### src/rtl/lab3_3_stim_sampler.sv
// Truth-table stimulus sampler: steps {in1,in2} through 00..11, lets each vector settle,
// captures out3 per vector and compares the captured table against EXPECTED.
// The captured-table port is named tbl because "table" is a reserved word in SystemVerilog.
module lab3_3_stim_sampler #(
    parameter int unsigned SETTLE_CYCLES = 16,
    parameter logic [3:0]  EXPECTED      = 4'b1111
) (
    input  logic       clk,
    input  logic       rst,
    input  logic       start,
    input  logic       out3,
    output logic       in1,
    output logic       in2,
    output logic       busy,
    output logic       done,
    output logic       pass,
    output logic [3:0] tbl
);

    typedef enum logic [1:0] {
        IDLE   = 2'd0,
        SETTLE = 2'd1,
        SAMPLE = 2'd2,
        DONE   = 2'd3
    } state_t;

    localparam logic [7:0] SETTLE_LOAD = 8'(SETTLE_CYCLES - 1);

    state_t     state_r;
    logic [1:0] idx_r;
    logic [7:0] cnt_r;
    logic [1:0] idx_next_s;
    logic [3:0] captured_s;

    // An X/Z in the table makes the equality unknown, which falls through to the mismatch branch.
    function automatic logic table_matches(input logic [3:0] t);
        if (t == EXPECTED) begin
            return 1'b1;
        end else begin
            return 1'b0;
        end
    endfunction

    // Table as it will look once the current vector's out3 sample is written in.
    always_comb begin
        captured_s        = tbl;
        captured_s[idx_r] = out3;
        idx_next_s        = idx_r + 2'd1;
    end

    // Sequencer FSM with all outputs registered.
    always_ff @(posedge clk) begin
        if (rst) begin
            state_r <= IDLE;
            idx_r   <= 2'd0;
            cnt_r   <= 8'd0;
            in1     <= 1'b0;
            in2     <= 1'b0;
            busy    <= 1'b0;
            done    <= 1'b0;
            pass    <= 1'b0;
            tbl     <= 4'b0000;
        end else begin
            case (state_r)
                IDLE: begin
                    done <= 1'b0;
                    if (start) begin
                        state_r <= SETTLE;
                        idx_r   <= 2'd0;
                        in1     <= 1'b0;
                        in2     <= 1'b0;
                        cnt_r   <= SETTLE_LOAD;
                        tbl     <= 4'b0000;
                        pass    <= 1'b0;
                        busy    <= 1'b1;
                    end else begin
                        state_r <= IDLE;
                    end
                end
                SETTLE: begin
                    if (cnt_r == 8'd0) begin
                        state_r <= SAMPLE;
                    end else begin
                        cnt_r <= cnt_r - 8'd1;
                    end
                end
                SAMPLE: begin
                    tbl <= captured_s;
                    if (idx_r == 2'd3) begin
                        state_r <= DONE;
                        done    <= 1'b1;
                        pass    <= table_matches(captured_s);
                    end else begin
                        state_r <= SETTLE;
                        idx_r   <= idx_next_s;
                        in1     <= idx_next_s[1];
                        in2     <= idx_next_s[0];
                        cnt_r   <= SETTLE_LOAD;
                    end
                end
                DONE: begin
                    state_r <= IDLE;
                    done    <= 1'b0;
                    busy    <= 1'b0;
                end
                default: begin
                    state_r <= IDLE;
                    done    <= 1'b0;
                    busy    <= 1'b0;
                end
            endcase
        end
    end

endmodule

### config.mk
export PLATFORM = sky130hd
export DESIGN_NAME = lab3_3_stim_sampler
export DESIGN_NICKNAME = d
export VERILOG_FILES = /design/src/rtl/lab3_3_stim_sampler.sv
export SDC_FILE = /design/constraint.sdc
export NUM_CORES = 1
export LEC_CHECK = 0
export ABC_AREA = 1
export BUFFER_PORTS_ARGS = -buffer_cell sky130_fd_sc_hd__buf_2
export CAP_MARGIN = 20
export CORE_ASPECT_RATIO = 0.8
export CORE_MARGIN = 2
export CORE_UTILIZATION = 51
export CTS_CLUSTER_SIZE = 10
export DETAILED_ROUTE_END_ITERATION = 16
export MAX_ROUTING_LAYER = met4
export PLACE_DENSITY = 0.78
export RECOVER_POWER = 50
export SYNTH_ARGS = -nofsm -noshare
export SYNTH_HDL_FRONTEND = slang
export SYNTH_SLANG_ARGS = --single-unit
### constraint.sdc
create_clock -name clk -period 1.39 [get_ports clk]
set_clock_uncertainty 0.05 [all_clocks]
set_input_delay 0.0695 -clock clk [delete_from_list [all_inputs] [get_ports clk]]
set_output_delay 0.0695 -clock clk [all_outputs]
set_load 0.01 [all_outputs]
== Word-level counts from Yosys, hierarchy flattened ==
Index checks and enable logic that the tools add are counted.

* Flip-flop bits (word level): 21
* Input bits: 4
* Output and inout port bits: 9
* Word-level logic and storage cells: 65

* Add/sub/neg operators: 2
* Order comparisons: 2
* Eq/ne operators: 10
* Muxes and demuxes: 28
* Reductions and logical operators: 14

{| class="wikitable"
|+ Operators by type and width
! operator !! count
|-
| $mux W8 || 3
|-
| $pmux W8 S3 || 1
|-
| $ne A2 B2 Y1 const B || 5
|-
| $pmux W1 S2 || 5
|-
| $mux W1 || 9
|-
| $logic_not A8 Y1 || 1
|-
| $mux W2 || 4
|-
| $pmux W2 S4 || 1
|-
| $pmux W4 S2 || 1
|-
| $sub A8 B1 Y8 const B || 1
|-
| $eq A2 B2 Y1 const B || 3
|-
| $reduce_and A2 Y1 || 3
|-
| $reduce_and A3 Y1 || 2
|-
| $reduce_bool A2 Y1 || 3
|-
| $bwmux W4 || 1
|-
| $eq A4 B4 Y1 const B || 1
|-
| $mux W4 || 1
|-
| $pmux W2 S2 || 1
|-
| $reduce_and A4 Y1 || 1
|-
| $lt A2 B3 Y1 const B || 1
|-
| $reduce_bool A3 Y1 || 1
|-
| $add A2 B1 Y2 const B || 1
|-
| $demux W1 S2 || 1
|-
| $eq A2 B1 Y1 const B || 1
|-
| 4 further kinds || 4
|}

== Depth between registers and ports, before layout ==
* Depth after elaboration: 9
* Gate-level depth with buffers: 10
* Gate-level depth less buffers: 10

== Worst setup path before layout ==
Ideal clock, no wire load.

* Kind: flip-flop to flip-flop
* Start: register state_r[0]
* End: register cnt_r[7]
* Setup time: 0.128 ns
* Arrival time: 1.331 ns
* Required time: 1.212 ns
* Slack: -0.119 ns
* Stages on the path, launching flop included: 11
* Path buffers: 0
* Clock period less this slack: 1.509 ns
* Cells stage by stage: dfxtp_1 inv_1 ha_1 nand2_2 nand2_2 nor2_4 nand2_2 nand2_4 nor2_1 nor2_1 nor2_1

* Word-level cells in the longest chain between the ends: 3
* Elaborated cells on any way between the ends: 9
* Those cells by class: eq/ne (5); mux (1); reduce/logical (3)

{| class="wikitable"
|+ Ends and longest elaborated chain
! item !! line !! text
|-
| from (decl) || 29 || <nowiki>state_t state_r;</nowiki>
|-
| from (signal assigned) || 54 || <nowiki>state_r <= IDLE;</nowiki>
|-
| from (signal assigned) || 68 || <nowiki>state_r <= SETTLE;</nowiki>
|-
| from (signal assigned) || 77 || <nowiki>state_r <= IDLE;</nowiki>
|-
| $eq A2 B1 Y1, or another cell as far along || 64 || <nowiki>case (state_r)</nowiki>
|-
| $ne A2 B2 Y1 (no source line) / $reduce_bool A3 Y1 (equally long branches) || - ||
|-
| $reduce_and A4 Y1 (no source line) || - ||
|-
| to (signal assigned) || 84 || <nowiki>cnt_r <= cnt_r - 8'd1;</nowiki>
|-
| to (decl) || 31 || <nowiki>logic [7:0] cnt_r;</nowiki>
|}

Several ways; a longest one is shown, not always the timed one.
A chain may end at the register's enable or synchronous reset.

== Worst setup path after layout ==
* Start: register state_r[1]
* End: register cnt_r[5]

Same word-level chain as after synthesis.

==> flow_summary.toml <==
[die]
num_rows = 15
die_area_mm2 = 0.002775
start_util_pct = 54.99
fp.dieH_um = 47.52
io_pins = 13
chipWidth_um = 58.40
core_area_mm2 = 0.002196

[logic_synthesis]
ys_ff_latch = 19
post_synth_num_cell_types = 26
synthesis.instances = 170
yosysTopAreaCell = "dfxtp_1"
syn_nets = 185
ys_top_cells_by_area = "dfxtp_1, nand2_1, ha_1, inv_1, a21oi_1"
avgSynthCellArea_um2 = 7.102
yosys_warnings = 0
synth_area_mm2 = 0.001207
synth_top_area_share_pct = 31.50
ys_seq_area_share_pct = 31.50

[clocking]
path_clk_slew_ps = 110
root_buffer = "clkbuf_4"
cts-hold-fix-buffers = 0
clock-sinks = 19
cts_buffers = 3
clock_latency_ps = 300
cts_tree = "built"
h-tree-depth = 1
clk_path_buf_depth = 2

[cells_and_area]
area_growth_pct = 30.05
n_antenna_cell = 0
final_util_pct = 71.51
layout-drive-gt1-share_pct = 35.32
fin_area_mm2 = 0.001570
seq_area_um2 = 396.6
nNetsFinal = 217
multi_input_area_um2 = 843.3
final-instance-count-excl-fill = 226
fillers = 160

[placed_design]
dpl.cell_count = 218
place_area_mm2 = 0.001398
portBuffers = 12
gp_congestion = 0.9003
dp_hpwl_um = 2176
place_ws_ps = -63.47

[worst_hold_path]
hold-path-cell-count = 3
hp-class = "in2reg"
min_from = "start"
min_to = "busy$_SDFFE_PP0P_"

[worst_setup_path]
startpoint = "state_r[1]$_SDFFE_PP0P_"
crit_path_end_kind = "flop"
start_kind = "flop"
cp.arrival_ps = 1650
r2r_slack_ps = -100
required_ps = 1550
critPathKind = "reg2reg"
rr_endpoint = "cnt_r[5]$_SDFFE_PP0P_"
r2r_cells = 10
worstPathMaxFanout = 5
r2r_start = "state_r[1]$_SDFFE_PP0P_"

[power_and_ir_drop]
ir_worst_vdd_mv = 1.298
power_leakage_nw = 0.6942
power.density_mw_per_mm2 = 1822
power_w = 0.002860

[sta]
tightest_slew_ps = 382.3
finalSetupViolCount = 9
fmax_ghz = 0.6717
finalHoldViolCount = 0
setup_ws_ps = -98.84
rsz0062_at_grt = "yes"
fin_crit_sh_pct = 107.1
layout_min_cycle_time_ps = 1489
slew_headroom_pct = 74.31
maxSlewViolCount = 0

[drt]
antenna_left = 0
viasPerCell = 5.394
num_vias = 1219
route.detailed.drc = 0
drt_iter0_markers = 61
routedWlPerCell_um = 14.01
wirelength_um = 3166
dr.pass1.iters = 6

[run_status]
status = "complete, but fails checks"
violations = "negative setup slack"

[grt]
grt_max_degree = 16
grt_pass1_vias = 1097
grt_pass1_wl_um = 4754
overflow = 0
antenna_found_initial = 0
grtUsageTotal_pct = 23.89

[run]
maxCapViolCount = 0
## synth_stat cells (all sizes together)
library cell / n
o21a: 2
a21oi: 17
ha: 11
nor3: 4
xor2: 1
clkbuf: 1
nand3: 9
dfxtp: 19
nand2: 49
nand4: 1
a31oi: 1
inv: 24
buf: 1
o21ai: 7
a211oi: 2
or2: 1
nand3b: 1
nor2: 19
## cells in the final DEF, fill, tap and decap left out, drive strengths merged
cell type | Yosys | routed
inv | 24 | 24
clkbuf | 1 | 9
nand4 | 1 | 1
a31oi | 1 | 1
or2 | 1 | 1
a21oi | 17 | 17
xor2 | 1 | 1
nor2 | 19 | 19
nand2 | 49 | 50
a211oi | 2 | 2
nand3b | 1 | 1
dfxtp | 19 | 19
buf | 1 | 23
o21ai | 7 | 7
ha | 11 | 11
nor3 | 4 | 4
o21a | 2 | 2
nand3 | 9 | 9
## where the power goes
part | internal, W | total, W | leakage (nW) | switching (W)
registers | 0.000671 | 0.000790 | 0.158 | 0.000120
logic | 0.000706 | 0.00178 | 0.521 | 0.00107
clock network | 0.000112 | 0.000290 | 0.0150 | 0.000178
## worst max-delay path by stage
stage | end
floorplan | cnt_r[7]$_SDFFE_PP0P_
global placement | cnt_r[7]$_SDFFE_PP0P_
detailed placement | cnt_r[7]$_SDFFE_PP0P_
CTS | cnt_r[7]$_SDFFE_PP0P_
global route | cnt_r[5]$_SDFFE_PP0P_
finish | cnt_r[5]$_SDFFE_PP0P_
## registers in the layout, summed over array words and instances, names as in the netlist
| register | flops |
|---|---|
| state_r | 2 |
| in2 | 1 |
| busy | 1 |
| done | 1 |
| cnt_r | 8 |
| pass | 1 |
| in1 | 1 |
| tbl | 4 |
## worst max-delay path, cell delays in order (launching register included)
cell and delay, ps:
dfxtp_4 400, inv_4 50, ha_4 170, nand2_4 70, nand2_2 70, nor2_4 180, nand2_4 100, nand2_4 110
nand2_1 60, nand2_1 90, a21oi_2 50
## layout make-up
type / instances / share of cell area (%)
Clock buffer: 4 / 1.673
Inverter: 24 / 6.056
Multi-Input combinational cell: 126 / 53.71
Sequential cell: 19 / 25.26
Tap cell: 25 / 1.992
Timing Repair Buffer: 28 / 11.31
## cells by family (layout without fill, tap and decap cells)
group | Yosys count | after routing | synth area share [%]
xor+xnor | 1 | 1 | 0.7255
compound gates | 29 | 29 | 13.89
flops | 19 | 19 | 31.50
simple gates | 84 | 85 | 33.47
fa+ha+maj | 11 | 11 | 11.40
buf+inv | 26 | 56 | 9.015
## per-stage QoR
stage	setup TNS, ps	hold slack, ps
after floorplan	-9.742	81.94
after global placement	-1.909	341.7
after detailed placement	-361.0	354.7
after CTS	-163.4	23.85
after global routing	-1592	82.78
final	-541.9	38.31
## timing repair
action,CTS,global route
setup buffers,1,2
resized for setup,15,22
gates cloned,1,0
pin swaps,6,6
endpoints found under the setup margin,15,17
## layer usage
metal	vias up	routed length, um	GRT usage [%]
met5	-	0	-
met4	0	55	6.977
met3	8	178	4.865
met2	46	1554	40.45
met1	560	1377	29.27
li1	605	-	-
Power figures use the tool's default switching activity.
